File: src/rtl/cdc_tx_pkg.sv
// Shared types and constants for the req/ack crossing source controller.
// State enum and round-robin pointer width helper.
package cdc_tx_pkg;

    typedef enum logic [1:0] {
        StIdle    = 2'd0,
        StReq     = 2'd1,
        StRelease = 2'd2
    } cdc_tx_state_e;

    localparam int unsigned CDC_TX_N_DEFAULT = 4;

    function automatic int unsigned rr_ptr_width(input int unsigned n);
        return (n > 1) ? $clog2(n) : 1;
    endfunction

    localparam int unsigned CDC_TX_RR_W = rr_ptr_width(CDC_TX_N_DEFAULT);

endpackage

File: src/rtl/synchronizer.sv
// Three-flop level synchronizer for signals entering this clock domain.
// All stages clear on the asynchronous active-high reset.
module synchronizer #(
    parameter int unsigned DW = 1
) (
    input  logic          clk,
    input  logic          reset,
    input  logic [DW-1:0] i_data,
    output logic [DW-1:0] o_data
);

    logic [DW-1:0] r_meta;
    logic [DW-1:0] r_sync;
    logic [DW-1:0] r_out;

    always_ff @(posedge clk or posedge reset) begin
        if (reset) begin
            r_meta <= '0;
            r_sync <= '0;
            r_out  <= '0;
        end else begin
            r_meta <= i_data;
            r_sync <= r_meta;
            r_out  <= r_sync;
        end
    end

    assign o_data = r_out;

endmodule

File: src/rtl/cdc_tx_arbiter.sv
// Source side of a four-phase req/ack crossing shared round-robin by N clients.
// Define CDC_TX_TIMEOUT_EN to build the sticky acknowledge watchdog (timeout_err).
module cdc_tx_arbiter
    import cdc_tx_pkg::*;
#(
    parameter int unsigned DW             = 32,
    parameter int unsigned N              = 4,
    parameter int unsigned TIMEOUT_CYCLES = 1024
) (
    input  logic            clk,
    input  logic            reset,
    input  logic [N-1:0]    client_req,
    input  logic [N*DW-1:0] client_data,
    output logic [N-1:0]    client_grant,
    output logic            xfer_req,
    output logic [DW-1:0]   xfer_data,
    input  logic            xfer_ack_async,
    output logic            busy,
    output logic            timeout_err
);

    localparam int unsigned PW = rr_ptr_width(N);

    logic          w_ack_sync;
    cdc_tx_state_e r_state;
    cdc_tx_state_e w_state_d;
    logic [PW-1:0] r_rr_ptr;
    logic [PW-1:0] w_rr_ptr_d;
    logic          r_xfer_req;
    logic [DW-1:0] r_xfer_data;
    logic [DW-1:0] w_sel_data;
    logic [N-1:0]  w_pick;
    logic [N-1:0]  w_grant;

    synchronizer #(
        .DW(1)
    ) u_ack_sync (
        .clk    (clk),
        .reset  (reset),
        .i_data (xfer_ack_async),
        .o_data (w_ack_sync)
    );

    // First requester found scanning upward from ptr, wrapping N-1 -> 0.
    function automatic logic [N-1:0] rr_pick(input logic [N-1:0] req, input logic [PW-1:0] ptr);
        logic [N-1:0] gnt;
        logic         found;
        int unsigned  slot;
        gnt   = '0;
        found = 1'b0;
        for (int unsigned k = 0; k < N; k++) begin
            slot = (32'(ptr) + k) % N;
            for (int unsigned j = 0; j < N; j++) begin
                if (!found && (j == slot) && req[j]) begin
                    gnt[j] = 1'b1;
                    found  = 1'b1;
                end
            end
        end
        return gnt;
    endfunction

    always_comb begin
        w_pick    = rr_pick(client_req, r_rr_ptr);
        w_state_d = r_state;
        w_grant   = '0;
        case (r_state)
            StIdle: begin
                // A lingering ack from the far side must clear before a new request.
                if (!w_ack_sync && (|w_pick)) begin
                    w_grant   = w_pick;
                    w_state_d = StReq;
                end
            end
            StReq: begin
                if (w_ack_sync) begin
                    w_state_d = StRelease;
                end
            end
            StRelease: begin
                if (!w_ack_sync) begin
                    w_state_d = StIdle;
                end
            end
            default: w_state_d = StIdle;
        endcase
    end

    always_comb begin
        w_sel_data = '0;
        w_rr_ptr_d = r_rr_ptr;
        for (int unsigned j = 0; j < N; j++) begin
            if (w_grant[j]) begin
                w_sel_data = client_data[j*DW +: DW];
                w_rr_ptr_d = PW'((j + 1) % N);
            end
        end
    end

    always_ff @(posedge clk or posedge reset) begin
        if (reset) begin
            r_state     <= StIdle;
            r_rr_ptr    <= '0;
            r_xfer_req  <= 1'b0;
            r_xfer_data <= '0;
        end else begin
            r_state  <= w_state_d;
            r_rr_ptr <= w_rr_ptr_d;
            if (|w_grant) begin
                r_xfer_req  <= 1'b1;
                r_xfer_data <= w_sel_data;
            end else if ((r_state == StReq) && w_ack_sync) begin
                r_xfer_req <= 1'b0;
            end
        end
    end

`ifdef CDC_TX_TIMEOUT_EN
    localparam int unsigned CW = $clog2(TIMEOUT_CYCLES + 1);

    logic [CW-1:0] r_wd_cnt;
    logic          r_timeout_err;

    // Counter saturates at the limit; the FSM keeps waiting for the ack regardless.
    always_ff @(posedge clk or posedge reset) begin
        if (reset) begin
            r_wd_cnt      <= '0;
            r_timeout_err <= 1'b0;
        end else if (|w_grant) begin
            r_wd_cnt <= '0;
        end else if (r_state == StReq) begin
            if (r_wd_cnt == CW'(TIMEOUT_CYCLES - 1)) begin
                r_timeout_err <= 1'b1;
            end
            if (r_wd_cnt != CW'(TIMEOUT_CYCLES)) begin
                r_wd_cnt <= r_wd_cnt + 1'b1;
            end
        end
    end

    assign timeout_err = r_timeout_err;
`else
    assign timeout_err = 1'b0;
`endif

    // Grant is combinational; mask it so reset forces every output low at once.
    assign client_grant = w_grant & {N{~reset}};
    assign xfer_req     = r_xfer_req;
    assign xfer_data    = r_xfer_data;
    assign busy         = (r_state != StIdle);

endmodule

File: config.mk
export PLATFORM = sky130hd
export DESIGN_NAME = cdc_tx_arbiter
export DESIGN_NICKNAME = d
export VERILOG_FILES = /design/src/rtl/cdc_tx_pkg.sv /design/src/rtl/synchronizer.sv /design/src/rtl/cdc_tx_arbiter.sv
export SDC_FILE = /design/constraint.sdc
export NUM_CORES = 1
export LEC_CHECK = 0
export ABC_AREA = 0
export BUFFER_PORTS_ARGS = -buffer_cell sky130_fd_sc_hd__buf_2
export CORE_ASPECT_RATIO = 0.6
export CORE_MARGIN = 10
export CORE_UTILIZATION = 41
export CTS_CLUSTER_DIAMETER = 200
export DETAILED_ROUTE_END_ITERATION = 7
export MAX_ROUTING_LAYER = met4
export PLACE_DENSITY = 0.8
export SYNTH_ARGS = -nofsm -noshare
export SYNTH_HDL_FRONTEND = slang
export SYNTH_SLANG_ARGS = --single-unit
File: constraint.sdc
create_clock -name clk -period 2 [get_ports clk]
set_clock_uncertainty 0.1 [all_clocks]
set_input_delay 0.3 -clock clk [delete_from_list [all_inputs] [get_ports clk]]
set_output_delay 0.3 -clock clk [all_outputs]
set_load 0.1 [all_outputs]
==> Yosys cells after proc, flatten, opt, wreduce, memory -nomap -nowiden <==
Index checks and enable logic that the tools add are counted.
{ "op_classes": {"bitwise": 2, "addsub": 3, "reduce_logical": 60, "mux": 46, "eq_ne": 17} }
{ "ops": {"columns": ["operator", "count"], "rows": [
  ["32-bit logical NOT", 4],
  ["32-bit two-way mux", 4],
  ["1-bit logical AND", 33],
  ["1-bit two-way mux", 32],
  ["2-bit == test, first input constant", 8],
  ["1-bit logical NOT", 16],
  ["2-bit two-way mux", 7],
  ["1-bit by 2-bit == test with 1-bit output, first input constant", 4],
  ["4-bit two-way mux", 2],
  ["4-bit OR reduction", 2],
  ["2-bit one-hot mux with 3 select lines", 1],
  ["2-bit adder, second input constant", 2],
  ["4-bit AND", 1],
  ["2-bit != test, second input constant", 2],
  ["2-bit nonzero test", 2],
  ["4-bit nonzero test", 1],
  ["3-bit AND reduction", 1],
  ["2-bit by 1-bit adder with 2-bit output, second input constant", 1],
  ["2-bit by 1-bit == test with 1-bit output, second input constant", 1],
  ["2-bit == test, second input constant", 1],
  ["2-bit logical NOT", 1],
  ["2-bit by 1-bit != test with 1-bit output, second input constant", 1],
  ["1-bit inverter", 1]
]} }
{ "totals": {"out_inout_bits": 39, "reg_bits": 40} }

==> Longest topological paths before layout <==
{ "logic_depth": {"depth_word": 71, "mapped_depth": 7, "ltp_nobuf": 5} }

==> Cells and area by module <==
From an unflattened synthesis, not the netlist that was laid out.
{ "unflattened": {"cells_unflattened": 324, "area_unflattened_um2": 3216.8} }
{ "by_module_without_submodules": {"columns": ["mod", "instances", "area_per_inst_um2", "cells_per_inst"], "rows": [
  ["cdc_tx_arbiter", 1, 3138.0, 320],
  ["synchronizer", 1, 78.8, 4]
]} }

==> Worst setup path after synthesis <==
OpenSTA, ideal clock, no wires.
{ "synth_path": {"kind": "reg2out", "from": "reg r_rr_ptr[1]", "to": "out client_grant[3]", "t_required_ns": 1.600, "stages_incl_launch_ff": 6, "path_slack_ns": -1.476, "n_path_buf": 1, "arrival_time_ns": 3.076, "cell_sequence": "dfrtp_1 buf_2 nor2b_1 o21a_1 or2_2 nor3_1"} }
{ "synth_between": {"elab_chain_len": 68, "word_cells_on_any_way": 100, "cone_classes": "add/sub: 3; eq/ne: 12; mux: 32; bitwise: 1; reduce/logical: 52"} }
{ "synth_lines": {"columns": ["element", "line_no", "source"], "rows": [
  ["start: declaration", "cdc_tx_arbiter.sv:27", "logic [PW-1:0] r_rr_ptr;"],
  ["start signal: assignment", "cdc_tx_arbiter.sv:108", "r_rr_ptr <= w_rr_ptr_d;"],
  ["32-bit logical NOT", "cdc_tx_arbiter.sv:54", "if (!found && (j == slot) && req[j]) begin"],
  ["1-bit logical AND", "cdc_tx_arbiter.sv:54", null],
  ["1-bit two-way mux", "cdc_tx_arbiter.sv:54", null],
  ["1-bit logical NOT", "cdc_tx_arbiter.sv:54", null],
  ["1-bit logical AND (2 in series)", "cdc_tx_arbiter.sv:54", null],
  ["1-bit two-way mux", "cdc_tx_arbiter.sv:54", null],
  ["1-bit logical NOT", "cdc_tx_arbiter.sv:54", null],
  ["1-bit logical AND (2 in series)", "cdc_tx_arbiter.sv:54", null],
  ["[... 49 more ...]", null, null],
  ["1-bit logical NOT", "cdc_tx_arbiter.sv:54", null],
  ["1-bit logical AND (2 in series)", "cdc_tx_arbiter.sv:54", null],
  ["1-bit two-way mux", "cdc_tx_arbiter.sv:54", null],
  ["4-bit OR reduction", "cdc_tx_arbiter.sv:70", "if (!w_ack_sync && (|w_pick)) begin"],
  ["1-bit logical AND", "cdc_tx_arbiter.sv:70", null],
  ["4-bit two-way mux *", "cdc_tx_arbiter.sv:70", null],
  ["4-bit two-way mux *", "cdc_tx_arbiter.sv:67", "case (r_state)"],
  ["4-bit AND *", "cdc_tx_arbiter.sv:147", "assign client_grant = w_grant & {N{~reset}};"],
  ["end: declaration", "cdc_tx_arbiter.sv:14", "output logic [N-1:0] client_grant,"]
]} }
Mark *: on every way between the ends. The rest lies on a longest branch, timed or not.

==> Final worst setup path <==
Same ends and word-level chain as after synthesis.

==> impl_metrics.ini <==
[run_status]
outcome = finished with violations
violations = negative setup slack

[worst_setup_path]
cp_slowest_cell = dfrtp_2
worstSetupPathType = reg2out
cp_slowest_stage_delay_ps = 440
endpoint_kind = primary output
cp_top_family = simple AND/OR/NAND/NOR gates
worstPathMaxFanout = 6
cp-start-kind = flop
path_buf_inv = 1
path_cells = nor2b_1, o21a_1, or2_4, nor3_4, buf_12
ff2ff_setup_slack_ps = 50
crit_arrival_ps = 1670
required_ps = 1600

[power_and_ir_drop]
p_total_mw = 5.33
power-per-cell-area_mw_per_mm2 = 1350
combPwrFrac_pct = 66.9
p_leak_nw = 1.84
intPower_mw = 2.33
clkPwrFrac_pct = 9.6
p_sw_mw = 3.00
pwr-share-seq_pct = 23.5
ir_drop_mv = 0.781
switching_share_pct = 56.2

[floorplanning]
num_rows = 21
start_util_pct = 43.1
die_w_um = 119
dieArea_mm2 = 0.00951
die_h_um = 79.7
io_pins = 174
core-area_mm2 = 0.00565

[worst_hold_path]
holdCritPathClass = in2reg

[timing]
slew_headroom_pct = 64.9
slew_violations = 0
fin_hold_ws_ps = 26.9
finalSetupViolations = 1
finalCritPeriodShare_pct = 103
worstMarginPinSlew_ps = 526
period_needed_ps = 2070
hold_viol = 0
setup_tns_ps = -65.5
rsz0062_at_grt = yes
fmaxAchievable_ghz = 0.484
fin_ws_ps = -65.5

[finish]
nFillCells = 444
areaGrowthSynthToFinish_pct = 63.0
layout-drive-gt1-share_pct = 59.4
nNetsFinal = 571

[cts]
h-tree-depth = 2
cts_tree = done
cts.hold.buffers_added = 0
cts_buffer_depth = 2
cts_sinks = 40
clk_latency_ps = 280
numCtsBuffers = 5
clk_pin_slew_ps = 80
root_buffer = clkbuf_8

[synth]
yosys-top-cells-area = dfrtp_1 (41%), a221oi_1 (23%), a22oi_1 (10%), a21oi_1 (7.6%), buf_2 (2.9%)
synth_most_common_cell = a221oi_1
synth_area_mm2 = 0.00243
synth-simple-area-share_pct = 6.28
synth_compound_area_share_pct = 45.3
ys_types = 30
postSynthCellCount = 250
synth.avg_cell_area_um2 = 9.73
yosys_most_used_dff = dfrtp_1
synth-xor-area-share_pct = 0.360
syn-num-nets = 385
synthAdderAreaFrac_pct = 0
synth_mux_area_share_pct = 0
synth_edf_count = 0
synth_top_family_by_area = compound AO/OA/AOI/OAI gates
async_reset_ff_share_pct = 100
synth_common_cells = a221oi_1 (64), dfrtp_1 (40), a21oi_1 (37)
yosysWarningCount = 0
yosysTopAreaCell = dfrtp_1
ys_ff_latch = 40
yosysTopAreaCellShare_pct = 41.2
seq_area_frac_synth_pct = 41.2

[detailed_routing]
avgRoutedWirePerCell_um = 20.9
dr.pass1.iters = 5
route.detailed.drc = 0
wl_um = 10800
drt_iter0_drc = 239
vias = 3098
viasPerCell = 5.99
antenna_left = 0

[global_route]
grt_max_degree = 41
grt_pass1_wl_um = 16300
grt_overflow_total = 0
grt_pass1_vias = 3205
grt_antenna_before_repair = 1
grt_use_total_pct = 21.1

[placed_design]
dpl.hpwl_um = 8040
portBuffers = 172
globalplace.congestion = 0.864

[run]
drv_cap = 0
==> final timing paths <==
check | start | end | cells after the start
max reg2reg | r_rr_ptr[1] | xfer_data[18] | 7
min | xfer_ack_async | u_ack_sync.r_meta | 1
max | r_rr_ptr[1] | client_grant[3] | 5
min in group asynchronous | reset | xfer_data[17] | 3
max in group asynchronous | reset | r_rr_ptr[1] | 3
min reg2reg | u_ack_sync.r_sync | u_ack_sync.o_data | 0
==> flip-flops by register name, summed over array words and instances (netlist names) <==
| name | cells |
|---|---|
| xfer_data | 32 |
| u_ack_sync.r_sync | 1 |
| r_state | 2 |
| u_ack_sync.r_meta | 1 |
| xfer_req | 1 |
| u_ack_sync.o_data | 1 |
| r_rr_ptr | 2 |
==> cell type report <==
class	count	area (um^2)	area share, %
multi-input cells	179	1500	37.9
repair buffers	207	1260	31.8
flip-flops and latches	40	1000	25.3
well taps	80	100	2.52
clock buffers	5	68.8	1.74
inverters	3	15.0	0.379
clock inverters	2	12.5	0.316
diodes	1	2.50	0.0631
==> logic make-up (layout without fill, tap and decap cells) <==
logic type | count (synthesis) | in the layout
other cells | 1 | 2
xor+xnor | 1 | 1
buf+inv | 31 | 217
compound gates | 150 | 150
flops | 40 | 40
simple gates | 27 | 27
==> metrics by stage <==
stage	std cells	cell area (um^2)	utilization, %	setup slack, ps
final	517	3970	70.2	-65.5
after global routing	517	3970	70.2	-97.9
after CTS	511	3720	65.9	-37.4
after detailed placement	497	3560	63.0	56.5
after global placement	497	3560	63.0	88.2
after floorplan	250	2490	-	-163
==> metal layers <==
| layer | vias up | GRT usage [%] | share of wire, % |
|---|---|---|---|
| li1 | 1422 | - | - |
| met2 | 183 | 33.6 | 48 |
| met5 | - | - | 0 |
| met4 | 0 | 3.00 | 1.2 |
| met3 | 14 | 7.98 | 10 |
| met1 | 1479 | 25.7 | 41 |
==> timing repair <==
item | in CTS | in global routing
endpoints found under the setup margin | 4 | 36
resized for setup | 8 | 38
setup buffers | 9 | 5
pin swaps | 7 | 9
==> cells in the final DEF (no fill, tap or decap), types with 2 or more instances in the layout <==
master      Yosys  layout
buf_12          0       7
buf_6           3      11
inv_1           3       2
nand2_1         3       2
nor3_4          1       5
o21a_1          2       2
clkinvlp_4      0       2
o21ai_0         7       6
clkbuf_8        0       5
nor2_1          7       6
buf_4           2      21
nor2b_1         5       4
dfrtp_1        40      39
a221oi_2        0      25
a221oi_1       64      39
buf_2          14     168
a22oi_1        33      32
o21ai_2         0       2
o211ai_1        2       2
nor2_2          2       2
a21oi_1        37      37
==> power by group through the flow <==
stage / combinational (mW) / sequential, mW / clock [mW]
after floorplan: 1.11 / 2.59 / 0
after global placement: 3.16 / 1.22 / 0
after detailed placement: 3.22 / 1.23 / 0
after CTS: 3.30 / 1.22 / 0.527
after global routing: 3.75 / 1.29 / 0.547
final: 3.57 / 1.26 / 0.512
No activity file was read; power rests on OpenSTA's default activity.
